$ cat src/rtl/add_accum_pkg.sv
// add_pkg: shared types and constants for the add_accum slice.
//   state_t : frame FSM states (IDLE, ACCUM, HOLD)
//   IN_W    : width of one sample, {carry, sum[3:0]}
package add_pkg;

   localparam int unsigned IN_W  = 5;
   localparam int unsigned CNT_W = 5;

   typedef enum logic [1:0] {
      IDLE  = 2'd0,
      ACCUM = 2'd1,
      HOLD  = 2'd2
   } state_t;

   // Pack the adder-stage outputs into one unsigned sample.
   function automatic logic [IN_W-1:0] sample_of(input logic carry, input logic [3:0] sum);
      return {carry, sum};
   endfunction

endpackage

$ cat src/rtl/add_accum_if.sv
// add_accum_if: sample input and frame-result output handshakes of add_accum.
//   in_valid/in_sum/in_carry/in_ready : upstream sample handshake
//   out_valid/out_ready/out_acc/out_ovf : downstream result handshake
//   cnt : samples accepted in the current frame
// Modports: slave = the accumulator, master = the surrounding logic / bench.
interface add_accum_if #(
   parameter int unsigned ACC_W = 8
);
   logic             in_valid;
   logic [3:0]       in_sum;
   logic             in_carry;
   logic             in_ready;
   logic             out_valid;
   logic             out_ready;
   logic [ACC_W-1:0] out_acc;
   logic             out_ovf;
   logic [4:0]       cnt;

   modport slave (
      input  in_valid, in_sum, in_carry, out_ready,
      output in_ready, out_valid, out_acc, out_ovf, cnt
   );

   modport master (
      output in_valid, in_sum, in_carry, out_ready,
      input  in_ready, out_valid, out_acc, out_ovf, cnt
   );
endinterface

$ cat src/rtl/add_accum_step.sv
// add_accum_step: combinational accumulate step, acc_next = acc_in + value.
//   acc_in   : current accumulator
//   value    : 5-bit unsigned sample, zero-extended
//   acc_next : next accumulator (wrapping, or saturating when ADD_ACCUM_SAT_EN)
//   step_ovf : this step carried out of bit ACC_W-1 (i.e. wrapped or clipped)
// Macro: ADD_ACCUM_SAT_EN selects saturation at 2^ACC_W-1; default wraps.
module add_accum_step
   import add_pkg::*;
#(
   parameter int unsigned ACC_W = 8
) (
   input  logic [ACC_W-1:0] acc_in,
   input  logic [IN_W-1:0]  value,
   output logic [ACC_W-1:0] acc_next,
   output logic             step_ovf
);

   logic [ACC_W:0] wide;

   always_comb begin
      wide     = {1'b0, acc_in} + {{(ACC_W+1-IN_W){1'b0}}, value};
      step_ovf = wide[ACC_W];
`ifdef ADD_ACCUM_SAT_EN
      acc_next = step_ovf ? '1 : wide[ACC_W-1:0];
`else
      acc_next = wide[ACC_W-1:0];
`endif
   end

endmodule

$ cat src/rtl/add_accum.sv
// add_accum: accumulates NSAMP samples {in_carry,in_sum} into an ACC_W-bit
// frame total, then holds the result until the downstream takes it.
//   clk   : rising-edge clock
//   rst_n : asynchronous active-low reset
//   clear : synchronous frame abort; zeroes acc/cnt/ovf, returns to IDLE
//   bus   : add_accum_if.slave (sample in, result out, cnt)
// Macro: ADD_ACCUM_SAT_EN (saturating add instead of wrap, in add_accum_step).
module add_accum
   import add_pkg::*;
#(
   parameter int unsigned NSAMP = 4,
   parameter int unsigned ACC_W = 8
) (
   input  logic        clk,
   input  logic        rst_n,
   input  logic        clear,
   add_accum_if.slave  bus
);

   localparam logic [CNT_W-1:0] NSAMP_C = CNT_W'(NSAMP);

   state_t           state, state_nxt;
   logic [ACC_W-1:0] acc;
   logic [ACC_W-1:0] acc_next;
   logic             ovf;
   logic             step_ovf;
   logic [CNT_W-1:0] cnt;
   logic [IN_W-1:0]  value;
   logic             in_ready;
   logic             out_valid;
   logic             accept;
   logic             last_sample;

   assign value       = sample_of(bus.in_carry, bus.in_sum);
   assign accept      = bus.in_valid & in_ready;
   assign last_sample = (cnt + 5'd1) == NSAMP_C;

   add_accum_step #(.ACC_W(ACC_W)) u_step (
      .acc_in   (acc),
      .value    (value),
      .acc_next (acc_next),
      .step_ovf (step_ovf)
   );

   // State register
   always_ff @(posedge clk or negedge rst_n) begin
      if (!rst_n) begin
         state <= IDLE;
      end else begin
         state <= state_nxt;
      end
   end

   // Next-state logic; clear wins over any accept or transfer
   always_comb begin
      state_nxt = state;
      if (clear) begin
         state_nxt = IDLE;
      end else begin
         case (state)
            IDLE:    if (accept) state_nxt = ACCUM;
            ACCUM:   if (accept && last_sample) state_nxt = HOLD;
            HOLD:    if (bus.out_ready) state_nxt = IDLE;
            default: state_nxt = IDLE;
         endcase
      end
   end

   // Handshake outputs decoded from state
   always_comb begin
      in_ready  = 1'b1;
      out_valid = 1'b0;
      if (state == HOLD) begin
         in_ready  = 1'b0;
         out_valid = 1'b1;
      end
   end

   // Datapath: the first accept of a frame loads rather than adds, so the
   // previous frame's total stays visible on out_acc until then.
   always_ff @(posedge clk or negedge rst_n) begin
      if (!rst_n) begin
         acc <= '0;
         cnt <= '0;
         ovf <= 1'b0;
      end else if (clear) begin
         acc <= '0;
         cnt <= '0;
         ovf <= 1'b0;
      end else begin
         case (state)
            IDLE: begin
               if (accept) begin
                  acc <= {{(ACC_W-IN_W){1'b0}}, value};
                  cnt <= 5'd1;
                  ovf <= 1'b0;
               end
            end
            ACCUM: begin
               if (accept) begin
                  acc <= acc_next;
                  cnt <= cnt + 5'd1;
                  ovf <= ovf | step_ovf;
               end
            end
            HOLD: begin
               if (bus.out_ready) cnt <= '0;
            end
            default: ;
         endcase
      end
   end

   assign bus.in_ready  = in_ready;
   assign bus.out_valid = out_valid;
   assign bus.out_acc   = acc;
   assign bus.out_ovf   = ovf;
   assign bus.cnt       = cnt;

endmodule

$ cat src/flat_wrapper.sv
// flat-port wrapper written by rule: the top's interface ports become plain ports
module add_accum_flat import add_pkg::*;
#(
   parameter int unsigned NSAMP = 4,
   parameter int unsigned ACC_W = 8
)
  (clk, rst_n, clear, bus_in_valid, bus_in_sum, bus_in_carry, bus_out_ready, bus_in_ready, bus_out_valid, bus_out_acc, bus_out_ovf, bus_cnt);
  add_accum_if #(.ACC_W(ACC_W)) bus_i ();
  input  logic clk;
  input  logic rst_n;
  input  logic clear;
  input wire logic [$bits(bus_i.in_valid)-1:0] bus_in_valid;
  input wire logic [$bits(bus_i.in_sum)-1:0] bus_in_sum;
  input wire logic [$bits(bus_i.in_carry)-1:0] bus_in_carry;
  input wire logic [$bits(bus_i.out_ready)-1:0] bus_out_ready;
  output wire logic [$bits(bus_i.in_ready)-1:0] bus_in_ready;
  output wire logic [$bits(bus_i.out_valid)-1:0] bus_out_valid;
  output wire logic [$bits(bus_i.out_acc)-1:0] bus_out_acc;
  output wire logic [$bits(bus_i.out_ovf)-1:0] bus_out_ovf;
  output wire logic [$bits(bus_i.cnt)-1:0] bus_cnt;
  assign bus_i.in_valid = bus_in_valid;
  assign bus_i.in_sum = bus_in_sum;
  assign bus_i.in_carry = bus_in_carry;
  assign bus_i.out_ready = bus_out_ready;
  assign bus_in_ready = bus_i.in_ready;
  assign bus_out_valid = bus_i.out_valid;
  assign bus_out_acc = bus_i.out_acc;
  assign bus_out_ovf = bus_i.out_ovf;
  assign bus_cnt = bus_i.cnt;
  add_accum #(.NSAMP(NSAMP), .ACC_W(ACC_W)) u_core (.clk(clk), .rst_n(rst_n), .clear(clear), .bus(bus_i));
endmodule
$ cat config.mk
export PLATFORM = sky130hd
export DESIGN_NAME = add_accum_flat
export DESIGN_NICKNAME = d
export VERILOG_FILES = /design/src/rtl/add_accum_pkg.sv /design/src/rtl/add_accum_if.sv /design/src/rtl/add_accum_step.sv /design/src/rtl/add_accum.sv /design/src/flat_wrapper.sv
export SDC_FILE = /design/constraint.sdc
export NUM_CORES = 1
export LEC_CHECK = 0
export BUFFER_PORTS_ARGS = -buffer_cell sky130_fd_sc_hd__buf_2
export CAP_MARGIN = 20
export CORE_MARGIN = 2
export CORE_UTILIZATION = 48
export DETAILED_ROUTE_END_ITERATION = 7
export GPL_TIMING_DRIVEN = 0
export MAX_ROUTING_LAYER = met4
export PLACE_DENSITY = 0.74
export SLEW_MARGIN = 20
export SYNTH_ARGS = -nofsm -noshare
export SYNTH_HDL_FRONTEND = slang
export SYNTH_SLANG_ARGS = --single-unit
$ cat constraint.sdc
create_clock -name clk -period 1.5 [get_ports clk]
set_input_delay 0.15 -clock clk [delete_from_list [all_inputs] [get_ports clk]]
set_output_delay 0.15 -clock clk [all_outputs]
set_load 0.02 [all_outputs]
* After elaboration in Yosys (flattened, before gate mapping)
Cells that the tools add are included. Widths: inputs -> output; s select.
Word-level totals: logic and storage cells 42, register bits 16
Cells by class: reduce and logical (&&, ||, !) cells 7, add/sub/neg operators 2, bitwise logic cells 2, multiplexer cells 20, equal/unequal tests 7
Operators with widths (number):
- $mux 8 | 3
- $mux 5 | 4
- $pmux 8 s2 | 1
- $pmux 5 s3 | 1
- $add 8x5->9 | 1
- $ne 3x2->1 const B | 3
- $mux 2 | 4
- $pmux 2 s3 | 1
- $reduce_and 3->1 | 2
- $add 5x1->5 const B | 1
- $eq 5x3->1 const B | 1
- $mux 1 | 5
- $reduce_and 4->1 | 1
- $reduce_bool 4->1 | 1
- $ne 3x3->1 const B | 1
- $reduce_bool 3->1 | 1
- $eq 2x1->1 const B | 1
- $eq 2x2->1 const B | 1
- $logic_not 2->1 | 1
- $pmux 1 s2 | 1
- $and 1x1->1 | 1
- $logic_and 1x1->1 | 1
- $or 1x1->1 | 1

* Depth between registers and ports, before layout
word-level depth 7, gate-level depth with buffers 8

* Modules after synthesis
A second synthesis with hierarchy kept.
Unflattened totals: cell total of the unflattened synthesis 123, area, all modules 1181.1 µm²
By module, submodules not included:
- add_accum | area an instance 947.2 µm², sequential area each 400.4 µm², instances 1, cells an instance 95
- add_accum_step | area an instance 234.0 µm², sequential area each 0.0 µm², instances 1, cells an instance 28

* Least setup slack after synthesis
Ideal clock, no wire load.
path type reg-to-reg, from register u_core.acc[0], in the netlist u_core.bus.out_acc[0], to register u_core.acc[6], in the netlist u_core.bus.out_acc[6], buffers on the path 0, data required time 1379 ps, stages on the path, launching flop included 9, arrival time 1711 ps, path slack -332 ps, period minus slack after synthesis 1832 ps, cell sequence dfrtp_1 > ha_1 > inv_1 > fa_1 > nor2b_1 > o2111ai_1 > nand3_1 > o22ai_1 > a22o_1
On the way: word-level cells in the longest chain between the ends 4
Ends and longest elaborated chain:
- start: declaration | RTL line add_accum.sv:23 | logic [ACC_W-1:0] acc;
- start signal: assignment | RTL line add_accum.sv:94 | acc <= {{(ACC_W-IN_W){1'b0}}, value};
- start signal: assignment | RTL line add_accum.sv:101 | acc <= acc_next;
- $add 8x5->9 | RTL line add_accum_step.sv:21 | wide = {1'b0, acc_in} + {{(ACC_W+1-IN_W){1'b0}}, value};
- $mux 8 | RTL line add_accum.sv:100 | if (accept) begin
- $pmux 8 s2 | RTL line add_accum.sv:91 | case (state)
- $mux 8 | RTL line add_accum.sv:86 | end else if (clear) begin
Every way passes these cells. The select of a mux whose other input is x is not followed. A chain may end at the register's enable or synchronous reset.

* Worst setup path after layout
from register u_core.state[1], to register u_core.acc[7], in the netlist u_core.bus.out_acc[7]
On the way: word-level cells in the longest chain between the ends 5
Ends and longest elaborated chain:
- start: declaration | RTL line add_accum.sv:22 | state_t state, state_nxt;
- start signal: assignment | RTL line add_accum.sv:50 | state <= state_nxt;
- $eq 2x2->1 | RTL line add_accum.sv:73 | if (state == HOLD) begin
- $mux 1 | RTL line add_accum.sv:73
- $and 1x1->1 | RTL line add_accum.sv:35 | assign accept = bus.in_valid & in_ready;
- $ne 3x2->1 (no line)
- $reduce_and 3->1 (no line)
Several ways; a longest one is shown, not always the timed one.

==> run_results.csv <==
group,metric,value,unit
sta,relSlewSlack,65.8,%
detailed_routing,drc_errors,0,
global_routing,grt_first_pass_wirelength,4870,microns
finish,fill_cells,159,
synth,async_flop_share,100,%
synth,synth_top_cells_by_count,"dfrtp_1 (16), ha_1 (11), inv_1 (9), o21ai_0 (9)",
worst_hold_path,whs_path_depth,3,
detailed_routing,ant_nets,0,
setup_path,path_max_fanout,6,
global_routing,grt_overflow,0,
clocking,cts_root_buf,"clkbuf_4",
die,initial_core_util,51.9,%
synth,synth_edf_count,0,
setup_path,critPathTopFamily,"simple AND/OR/NAND/NOR gates",
sta,finalHoldViolations,0,
run_status,violations,"setup timing",
finish,nets,190,
setup_path,critical_path.n_buffers_inverters,2,
placed_design,io_buffers,25,
placed_design,dp.cells,175,
setup_path,required,1.74,ns
power,power_leakage,0.786,nW
die,num_rows,17,
setup_path,crit_cells,7,
clocking,path_clk_slew,0.10,ns
clocking,numCtsBuffers,3,
job,drv_cap,0,
run_status,status,"complete, but fails checks",
sta,setup_viol,15,
synth,yosys.area.top_type,"dfrtp_1",
die,fp.dieH,53.4,microns
setup_path,end_kind,"flop",
detailed_routing,num_vias,1135,
synth,synth_area,1170,sq um
power,ir_drop,673,uV
detailed_routing,wl,3060,microns
finish,multi_input_area,965,sq um
clocking,cts.sinks,16,
synth,syn_nets,144,
setup_path,cp_slowest_cell,"or4_1",
worst_hold_path,hold_class,"primary input to flop",
setup_path,cpPeakStageDelay,0.47,ns
placed_design,dpl.hpwl,1960,microns
sta,max_freq,580,MHz
synth,synth_cell_types,41,
finish,layout-drive-gt1-share,58.1,%
sta,fin_ws,-0.223,ns
synth,syn_inst,122,
clocking,cts_tree,"done",
setup_path,crit_top_cell,"nand3_1",
detailed_routing,drtPass1Iterations,4,
power,powerDensity,983,nW/um^2
synth,yosysMostFrequentCell,"dfrtp_1",
global_routing,grt_max_degree,17,
die,die_w,53.4,microns
sta,clock_skew,0.00471,ns
sta,rsz0062_at_grt,"true",
setup_path,rr_worst_depth,7,
sta,worstMarginPinSlew,0.513,ns
synth,ys.flop_type,"dfrtp_1",
sta,post-route-period-util,115,%
synth,yosysWarnings,0,
setup_path,critical_path_arrival,1.96,ns
finish,syn2layout_area_growth,49.5,%
finish,regArea,407,sq um
die,coreArea,2250,sq um
clocking,clk_latency,0.31,ns
clocking,clk_path_buf_depth,2,
setup_path,startpoint_type,"flop",
global_routing,grt_antenna_before_repair,0,
finish,diodes,0,
global_routing,grt_usage,24.8,%
clocking,htree_num_levels,1,
sta,fin_crit,1.72,ns
synth,synth_seq_area_share,34.2,%
synth,netlist_top_cells_area,"dfrtp_1 (34%), ha_1 (12%), mux2i_1 (4.3%)",
synth,yosysTopAreaCellShare,34.2,%
synth,ys_seq_elements,16,
global_routing,grt_pass1_vias,1090,
detailed_routing,via_per_inst,5.82,
detailed_routing,drtIter0Drc,23,
setup_path,cp_cell_sequence,"inv_2 -> ha_2 -> buf_6 -> and2b_2 -> nand3_1 -> or4_1 -> nand3_1",
finish,fin_cells,195,
die,die-area,2850,sq um
placed_design,place_congestion,0.832,
die,io_pins,26,
sta,whs,0.219,ns
setup_path,critPathKind,"flop to flop",
sta,slew_viol_final,0,
detailed_routing,routedWlPerCell,15.7,microns
synth,avgSynthCellArea,9.59,sq um
through the flow:
stage / setup TNS, ns / cell area [sq um] / worst slack (ns) / total power, mW / utilization [%]
floorplan: -0.803 / 1260 / -0.188 / 0.968 / -
global placement: -1.50 / 1420 / -0.233 / 1.10 / 62.9
detailed placement: -1.86 / 1420 / -0.270 / 1.12 / 62.9
CTS: -1.44 / 1630 / -0.199 / 1.57 / 72.1
global route: -3.10 / 1750 / -0.289 / 1.82 / 77.6
finish: -1.76 / 1750 / -0.223 / 1.72 / 77.6
kinds of logic (layout without fill, tap and decap cells):
kind of cell,count (synthesis),after routing,share of synthesized area (%)
xor gates and xnor gates,4,4,3.00
adders and majority gates,12,12,13.5
AOI/OAI and AO/OA,35,35,20.2
muxes,6,6,5.24
DFF,16,16,34.2
buffers and inverters,11,56,3.85
and+or+nand+nor,38,38,20.0
layer usage:
metal | wire length [microns] | global-route usage [%] | vias to the layer above
li1 | - | - | 541
met1 | 1290 | 29.1 | 547
met2 | 1540 | 40.1 | 37
met3 | 107 | 4.52 | 10
met4 | 125 | 12.8 | 0
met5 | 0 | - | -
worst min-delay path: cells and delay by family:
kind                   cells  cell delay [ns]
multiplexers               1             0.14
buffers and inverters      1             0.12
AO/OA/AOI/OAI              1             0.09
area by class of cell:
class                           instances  share of cell area (%)
Multi-Input combinational cell         95                    55.2
Buffer                                  2                   0.858
Inverter                                9                    2.07
Clock buffer                            4                    2.07
Tap cell                               28                    2.00
Sequential cell                        16                    23.2
Timing Repair Buffer                   41                    14.6
sequential cells by signal, summed over array words and instances, names as in the netlist:
signal and flops:
u_core.bus.cnt 5, u_core.bus.out_acc 8, u_core.bus.out_ovf 1, u_core.state 2
timing repair:
item,CTS,global route
pin swaps,12,9
gates resized for setup,20,26
setup endpoints to repair,14,16
hold endpoints to repair,16,0
setup buffers,13,2
hold buffers,1,0
report_power, final:
group | switching, mW | internal, mW
combinational | 0.467 | 0.422
clock | 0.156 | 0.148
sequential | 0.0491 | 0.476
total | 0.672 | 1.05
final timing paths:
kind	slack (ns)	endpoint	from
worst min-delay path	0.22	u_core.bus.out_acc[2]	bus_in_sum[2]
worst max-delay path	-0.22	u_core.bus.out_acc[7]	u_core.state[1]
worst max register to register	-0.22	u_core.bus.out_acc[7]	u_core.state[1]
min in group asynchronous	0.28	u_core.bus.out_acc[3]	rst_n
worst min register to register	0.50	u_core.bus.out_ovf	u_core.bus.out_ovf
max in group asynchronous	0.94	u_core.bus.cnt[0]	rst_n
cells in the final DEF (no fill, tap or decap), drive strengths merged, types with 2 or more instances in the layout:
cell | Yosys | final
a211oi | 6 | 6
a21oi | 5 | 5
and2b | 3 | 3
buf | 1 | 41
clkbuf | 1 | 5
dfrtp | 16 | 16
ha | 11 | 11
inv | 9 | 9
mux2i | 5 | 5
nand2 | 6 | 6
nand2b | 3 | 3
nand3 | 7 | 7
nand4 | 2 | 2
nor2 | 10 | 10
nor2b | 2 | 2
o21ai | 9 | 9
o22a | 2 | 2
o22ai | 2 | 2
o2bb2ai | 2 | 2
xnor2 | 2 | 2
xor2 | 2 | 2
No activity file was read; power rests on OpenSTA's default activity.
